## src/rtl/smc_cfreg_bank.sv

```systemverilog
// SMC config register bank: per-CS shadow/active timing registers, pending status, ID.
// Latency: idle-CS writes are active the cycle after the access phase; busy-CS writes the cycle after busy drops.
// Backpressure: none; pready is tied high and every access completes in its access phase.
module smc_cfreg_bank #(
  parameter int          NUM_CS    = 4,
  parameter int          ADDR_W    = 4,
  parameter logic [31:0] RESET_CFG = 32'hC000_0001,
  parameter logic [31:0] WMASK     = 32'h3FFF_FFFF,
  parameter logic [31:0] ID_VALUE  = 32'h0001_0000
) (
  input  logic                   hclk,
  input  logic                   sys_reset,
  input  logic                   psel,
  input  logic                   penable,
  input  logic                   pwrite,
  input  logic [ADDR_W-1:0]      paddr,
  input  logic [31:0]            pwdata,
  output logic [31:0]            prdata,
  output logic                   pready,
  input  logic [NUM_CS-1:0]      cs_busy,
  output logic [NUM_CS*32-1:0]   cfg_out,
  output logic [NUM_CS-1:0]      cfg_update
);

  typedef enum logic {S_IDLE = 1'b0, S_PENDING = 1'b1} state_e;

  // Bits outside WMASK are pinned to their reset value on every write.
  localparam logic [31:0] FIXED_BITS = RESET_CFG & ~WMASK;

  logic              wr_access;
  logic              rd_access;
  logic [31:0]       wr_masked;
  logic [NUM_CS-1:0] write_hit;
  logic [NUM_CS-1:0] pending;
  logic [NUM_CS-1:0] commit;

  state_e      state_q  [NUM_CS];
  state_e      state_d  [NUM_CS];
  logic [31:0] shadow_q [NUM_CS];
  logic [31:0] shadow_d [NUM_CS];
  logic [31:0] active_q [NUM_CS];
  logic [31:0] active_d [NUM_CS];
  logic [NUM_CS-1:0] cfg_update_q;
  logic [NUM_CS-1:0] cfg_update_d;

  assign pready    = 1'b1;
  assign wr_access = psel & penable & pwrite;
  assign rd_access = psel & penable & ~pwrite;
  assign wr_masked = (pwdata & WMASK) | FIXED_BITS;

  // Decode access-phase writes onto the per-CS config registers.
  always_comb begin
    write_hit = '0;
    for (int n = 0; n < NUM_CS; n++) begin
      write_hit[n] = wr_access && (paddr == ADDR_W'(n));
    end
  end

  // Per-CS state register.
  always_ff @(posedge hclk or posedge sys_reset) begin
    if (sys_reset) begin
      for (int n = 0; n < NUM_CS; n++) state_q[n] <= S_IDLE;
    end else begin
      for (int n = 0; n < NUM_CS; n++) state_q[n] <= state_d[n];
    end
  end

  // Next state: a write to a busy CS parks it in PENDING; any non-busy cycle drains it to IDLE.
  always_comb begin
    for (int n = 0; n < NUM_CS; n++) begin
      state_d[n] = state_q[n];
      if (cs_busy[n]) begin
        if (write_hit[n]) state_d[n] = S_PENDING;
      end else begin
        state_d[n] = S_IDLE;
      end
    end
  end

  // FSM outputs: pending flag and the commit strobe (newest write data wins on a same-cycle write).
  always_comb begin
    pending = '0;
    commit  = '0;
    for (int n = 0; n < NUM_CS; n++) begin
      pending[n] = (state_q[n] == S_PENDING);
      commit[n]  = ~cs_busy[n] & (write_hit[n] | pending[n]);
    end
  end

  // Shadow always takes the latest write; active only moves on commit.
  always_comb begin
    for (int n = 0; n < NUM_CS; n++) begin
      shadow_d[n]     = write_hit[n] ? wr_masked : shadow_q[n];
      active_d[n]     = active_q[n];
      cfg_update_d[n] = commit[n];
      if (commit[n]) active_d[n] = shadow_d[n];
    end
  end

  // Config datapath and update-pulse registers.
  always_ff @(posedge hclk or posedge sys_reset) begin
    if (sys_reset) begin
      for (int n = 0; n < NUM_CS; n++) begin
        shadow_q[n] <= RESET_CFG;
        active_q[n] <= RESET_CFG;
      end
      cfg_update_q <= '0;
    end else begin
      for (int n = 0; n < NUM_CS; n++) begin
        shadow_q[n] <= shadow_d[n];
        active_q[n] <= active_d[n];
      end
      cfg_update_q <= cfg_update_d;
    end
  end

  // Flatten active configs onto the output bus.
  always_comb begin
    cfg_out = '0;
    for (int n = 0; n < NUM_CS; n++) cfg_out[n*32 +: 32] = active_q[n];
  end

  assign cfg_update = cfg_update_q;

  // Read mux: config reads return shadow so software sees what it last wrote.
  always_comb begin
    prdata = '0;
    if (rd_access) begin
      for (int n = 0; n < NUM_CS; n++) begin
        if (paddr == ADDR_W'(n)) prdata = shadow_q[n];
      end
      if (paddr == ADDR_W'(NUM_CS))     prdata = 32'(pending);
      if (paddr == ADDR_W'(NUM_CS + 1)) prdata = ID_VALUE;
    end
  end

endmodule

```

## config.mk

```make
export PLATFORM = sky130hd
export DESIGN_NAME = smc_cfreg_bank
export DESIGN_NICKNAME = d
export VERILOG_FILES = /design/src/rtl/smc_cfreg_bank.sv
export SDC_FILE = /design/constraint.sdc
export NUM_CORES = 1
export LEC_CHECK = 0
export CORE_UTILIZATION = 40
export CTS_CLUSTER_SIZE = 24
export DETAILED_ROUTE_END_ITERATION = 6
export GPL_TIMING_DRIVEN = 0
export HOLD_SLACK_MARGIN = 0.02
export PLACE_DENSITY_LB_ADDON = 0.2
export SLEW_MARGIN = 0
export SYNTH_ARGS = -nofsm -noshare
export SYNTH_HDL_FRONTEND = slang
export SYNTH_SLANG_ARGS = --single-unit
```

## constraint.sdc

```tcl
create_clock -name hclk -period 8.45 [get_ports hclk]
set_input_delay 1.69 -clock hclk [delete_from_list [all_inputs] [get_ports hclk]]
set_output_delay 1.69 -clock hclk [all_outputs]
set_load 0.02 [all_outputs]
```

---- After elaboration in Yosys (flattened, before gate mapping) ----
Cells that the tools add are included.
storage, ports and cells
  register bits after elaboration ......... 264
  input port bits ......................... 45
  output and inout port bits .............. 165
  logic and storage cells ................. 62
operators by class
  equality and inequality tests ........... 9
  multiplexer cells ....................... 19
  bitwise gates (word level) .............. 16
  reductions and logical operators ........ 5
operators by type and width
  kind                number
  $mux 32             11
  $eq 4x2->1 const B  2
  $eq 4x3->1 const B  2
  $mux 1              8
  $ne 2x1->1 const B  4
  $and 1x1->1         7
  $not 1->1           5
  $eq 4x1->1 const B  1
  $logic_and 1x1->1   4
  $logic_not 4->1     1
  $or 1x1->1          4

---- Longest topological paths before layout ----
Gate-level depths: netlist of the first run.
  depth after elaboration ................. 8
  gate-level depth with buffers ........... 8
  depth with buffers taken out ............ 5

---- Worst setup path after synthesis of the first run ----
Ideal clock, no wire load.
  path kind ............................... input port to output port
  start point ............................. input paddr[0]
  end point ............................... output prdata[16]
  arrival ................................. 3.278 ns
  required time ........................... 6.760 ns
  path slack .............................. 3.482 ns
  stages on the path ...................... 6
  path buffers ............................ 2
  cell sequence ........................... clkbuf_1 > clkbuf_1 > nor2_1 > a31oi_1 > nor2_1 > nor4b_1
between the ends
  cells in the longest elaborated chain, start to end .. 8
  elaborated cells on any way between the ends .. 13
  those cells by class .................... eq/ne: 5; mux: 7; reduce/logical: 1
ends and longest elaborated chain
  element               line  source
  from (decl)           16    input logic [ADDR_W-1:0] paddr,
  $logic_not 4->1       130   if (paddr == ADDR_W'(n)) prdata = shadow_q[n];
  $mux 32 (4 in a row)  130
  $mux 32               132   if (paddr == ADDR_W'(NUM_CS)) prdata = 32'(pending);
  $mux 32 *             133   if (paddr == ADDR_W'(NUM_CS + 1)) prdata = ID_VALUE;
  $mux 32 *             128   if (rd_access) begin
  to (decl)             18    output logic [31:0] prdata,
Mark *: on every way between the ends. The rest lies on a longest branch, timed or not.

---- Worst setup path in the final report of the first run ----
Ends and elaborated chain as after synthesis.

==> results of run 1 <==
[through the flow]
| step | setup slack, ns | cells | utilization [%] |
|---|---|---|---|
| 6_report | 1.89 | 1810 | 52.3 |
| 3_5_place_dp | 1.91 | 1754 | 48.9 |
| 5_1_grt | 1.71 | 1810 | 52.3 |
| 3_3_place_gp | 1.19 | 1747 | 48.5 |
| 4_1_cts | 1.90 | 1810 | 52.3 |
| 2_1_floorplan | 3.30 | 1186 | - |
[critical path, delay by kind of cell]
kind            cells  cell delay (ns)
buf+inv             4             2.28
compound gates      1             0.15
simple gates        3             0.74
[worst paths after layout]
check,from,to,slack (ns),cells after the start
min in group asynchronous,sys_reset,cfg_out[6]$_DFFE_PP0P_,1.58,2
min reg2reg,cfg_out[32]$_DFFE_PP1P_,cfg_out[32]$_DFFE_PP1P_,0.48,2
max,paddr[0],prdata[16],1.89,8
max in group asynchronous,sys_reset,shadow_q[127]$_DFF_PP1_,5.71,5
min,cfg_out[32]$_DFFE_PP1P_,cfg_out[32]$_DFFE_PP1P_,0.48,2
max reg2reg,pending[0]$_DFFE_PP0P_,cfg_out[24]$_DFFE_PP0P_,6.51,5
[final cells by class]
type / count / area, sq um / area share, %
flip-flops and latches: 264 / 6640 / 42.5
multi-input cells: 725 / 4810 / 30.8
repair buffers: 178 / 1850 / 11.9
clock buffers: 48 / 960 / 6.14
plain buffers: 129 / 573 / 3.67
well taps: 390 / 488 / 3.12
inverters: 68 / 259 / 1.66
clock inverters: 8 / 46.3 / 0.296
[synthesized netlist by cell type, drive strengths merged]
master / number
mux2: 113
inv: 68
o22ai: 57
a41o: 1
nor2: 32
a2bb2oi: 30
a21oi: 10
a21boi: 1
o31ai: 1
or4: 1
o22a: 67
dfrtp: 240
nand2: 184
clkbuf: 105
buf: 24
nand4: 1
nor4: 1
o21ai: 3
a31oi: 1
o21a: 4
nand3: 3
o32a: 4
dfstp: 24
and3: 2
a211oi: 62
or3b: 1
mux2i: 7
nand2b: 13
or3: 2
nor4b: 1
nor3: 121
conb: 1
nor2b: 1
[cell families (layout without fill, tap and decap cells)]
logic type      after synthesis  after routing  synth area share (%)
buf+inv                     197            431                  6.75
mux                         120            120                  10.9
compound gates              241            241                  15.2
other cells                   1              1                0.0306
flops                       264            264                  54.1
simple gates                363            363                  13.0
[sequential cells by signal, summed over array words and instances (netlist names)]
name / count
pending: 4
cfg_update: 4
cfg_out: 128
shadow_q: 128
[cell usage in the layout, fill, tap and decap left out, types with 3 or more instances in the layout]
master | Yosys | final
inv_1 | 68 | 67
clkinv_2 | 0 | 7
buf_12 | 0 | 7
nand2_1 | 184 | 184
o22a_1 | 67 | 67
nand3_1 | 3 | 3
nor3_1 | 121 | 121
dfrtp_1 | 240 | 240
dfstp_2 | 24 | 24
a2bb2oi_1 | 30 | 30
clkbuf_1 | 105 | 110
o21a_1 | 4 | 4
a21oi_1 | 9 | 9
a211oi_1 | 62 | 62
clkbuf_8 | 0 | 12
clkdlybuf4s50_1 | 0 | 171
o21ai_0 | 3 | 3
o22ai_1 | 57 | 57
nand2b_1 | 13 | 13
mux2_2 | 113 | 113
buf_6 | 9 | 9
mux2i_1 | 7 | 7
clkbuf_16 | 0 | 31
nor2_1 | 31 | 31
buf_2 | 11 | 11
[metal layers]
| layer | share of wire, % | vias to the layer above | track usage, % |
|---|---|---|---|
| met5 | 0 | - | 0 |
| met4 | 2.4 | 0 | 6.86 |
| met3 | 6.0 | 60 | 4.04 |
| met2 | 46 | 366 | 40.3 |
| met1 | 46 | 5106 | 37.9 |
| li1 | - | 4598 | - |
[power by group]
| part | internal (W) | leakage, nW | total, W | switching (W) |
|---|---|---|---|---|
| clock network | 0.000774 | 0.508 | 0.00131 | 0.000539 |
| registers | 0.00152 | 3.16 | 0.00169 | 0.000177 |
| logic | 0.000464 | 3.40 | 0.000915 | 0.000451 |
==> out/metrics.csv, run 1 <==
metric;value;unit
outcome;complete, no violations;
row count;63;
initial antenna violation count;0;
design area;15600;sq um
LEAKAGE;7.07;nW
port buffer count;171;
vias in the first global route;10000;
area leader, netlist;dfrtp_1;
worst clock skew;0.0122;ns
Final Power;0.00392;W
CTS root buf;clkbuf_16;
vias post-DR;10100;
RSZ-0062 raised after global routing;no;
Layout area overhead;27.3;%
Warnings, synthesis;0;
drt pass-1 iters;6;
final setup vio count;0;
layout cells sized above 1;15.8;%
minimum clock period;6.56;ns
Resized cells post-CTS;0;
Final Hold Fails;0;
VDD IR max;0.166;mV
Seq/Total Area, Yosys;54.1;%
Synth Cell Area;12300;sq um
vias per inst;5.60;
Slew @ Worst Pin;0.974;ns
FF+latch count, synth;264;
CTS tree;yes;
worst hold slack;0.476;ns
Post-CTS Setup Repair Bufs;0;
CP Capture Type;primary output;
DRT antenna net count;0;
CTS Hold Bufs;0;
first-pass GRT wire length;61.6;mm
DRT iter0 DRCs;920;
max frequency;152;MHz
final wirelength;40.7;mm
Max Cap Viol;0;
Crit-path slowest cell;clkdlybuf4s50_1;
required time worst endpoint;6.76;ns
overflow left after global routing;0;
period utilization;77.6;%
number of distinct library cells after synthesis;39;
Hold WC Path Type;reg -> reg;
diodes inserted;0;
Critical Path Max Stage Delay;0.72;ns
CTS Buf Count;30;
Mapped Nets;1231;
Boundary Pins;210;
crit path launch type;input pin;
H-Tree Depth;1;
GP Congestion;0.899;
Synth area leaders;dfrtp_1, mux2_2, nand2_1;
die area;31400;sq um
post-route setup TNS;0;ns
WS Path Type;in -> out;
# DRC;0;
initial core utilization;41.1;%
PwrDens;251;nW/um^2
GRT Total Usage;26.1;%
clk_lat worst skew;0.55;ns
routed len/inst;22.5;microns
maximum clock insertion buffer count;3;
Avg Synthesized Cell Area;10.3;sq um
Slew HR;35.1;%
CP Max Fanout;10;
core box area;29900;sq um
CP cell instances;clkdlybuf4s50_1 -> clkbuf_1 -> clkbuf_1 -> nor2_1 -> a31oi_1 -> nor2_1 -> nor4b_1 -> clkdlybuf4s50_1;
Slew Viols, Final;0;
Sinks on Clock Net;264;
post-detail-place hpwl;28.5;mm
die width;177;microns
placed instance area;14600;sq um
Worst Path Arrival;4.87;ns
Final nets;1441;
largest net degree at the start of global routing;43;
die height;177;microns
Yosys top cell area share;48.9;%
Synth Instances;1186;
Clk pin slew, worst setup/hold paths;0.07;ns
Layout fillers;2718;
No activity file was read; power rests on OpenSTA's default activity.
==> inputs of run 2 (changes only) <==
Clock period 8.45 ns to 6.5 ns, I/O delays scaled along.
==> results of run 2 <==
Same layout as run 1 (identical final DEF). Status: complete, no violations.
Among the figures that moved: setup slack after placement 1.91 ns -> 0.740 ns; setup slack after layout 1.89 ns -> 0.721 ns; register-to-register setup slack 6.51 ns -> 4.56 ns; total power 0.00392 W -> 0.00510 W; worst IR drop on VDD 0.166 mV -> 0.216 mV
==> inputs of run 3 (changes only) <==
Settings changed: SKIP_CTS_REPAIR_TIMING set to 1, SKIP_LAST_GASP set to 1.
==> results of run 3 <==
Same layout as run 1 (identical final DEF). Status: complete, no violations.
Among the figures that moved: setup slack after placement 1.91 ns -> 0.740 ns; setup slack after layout 1.89 ns -> 0.721 ns; register-to-register setup slack 6.51 ns -> 4.56 ns; total power 0.00392 W -> 0.00510 W; worst IR drop on VDD 0.166 mV -> 0.216 mV
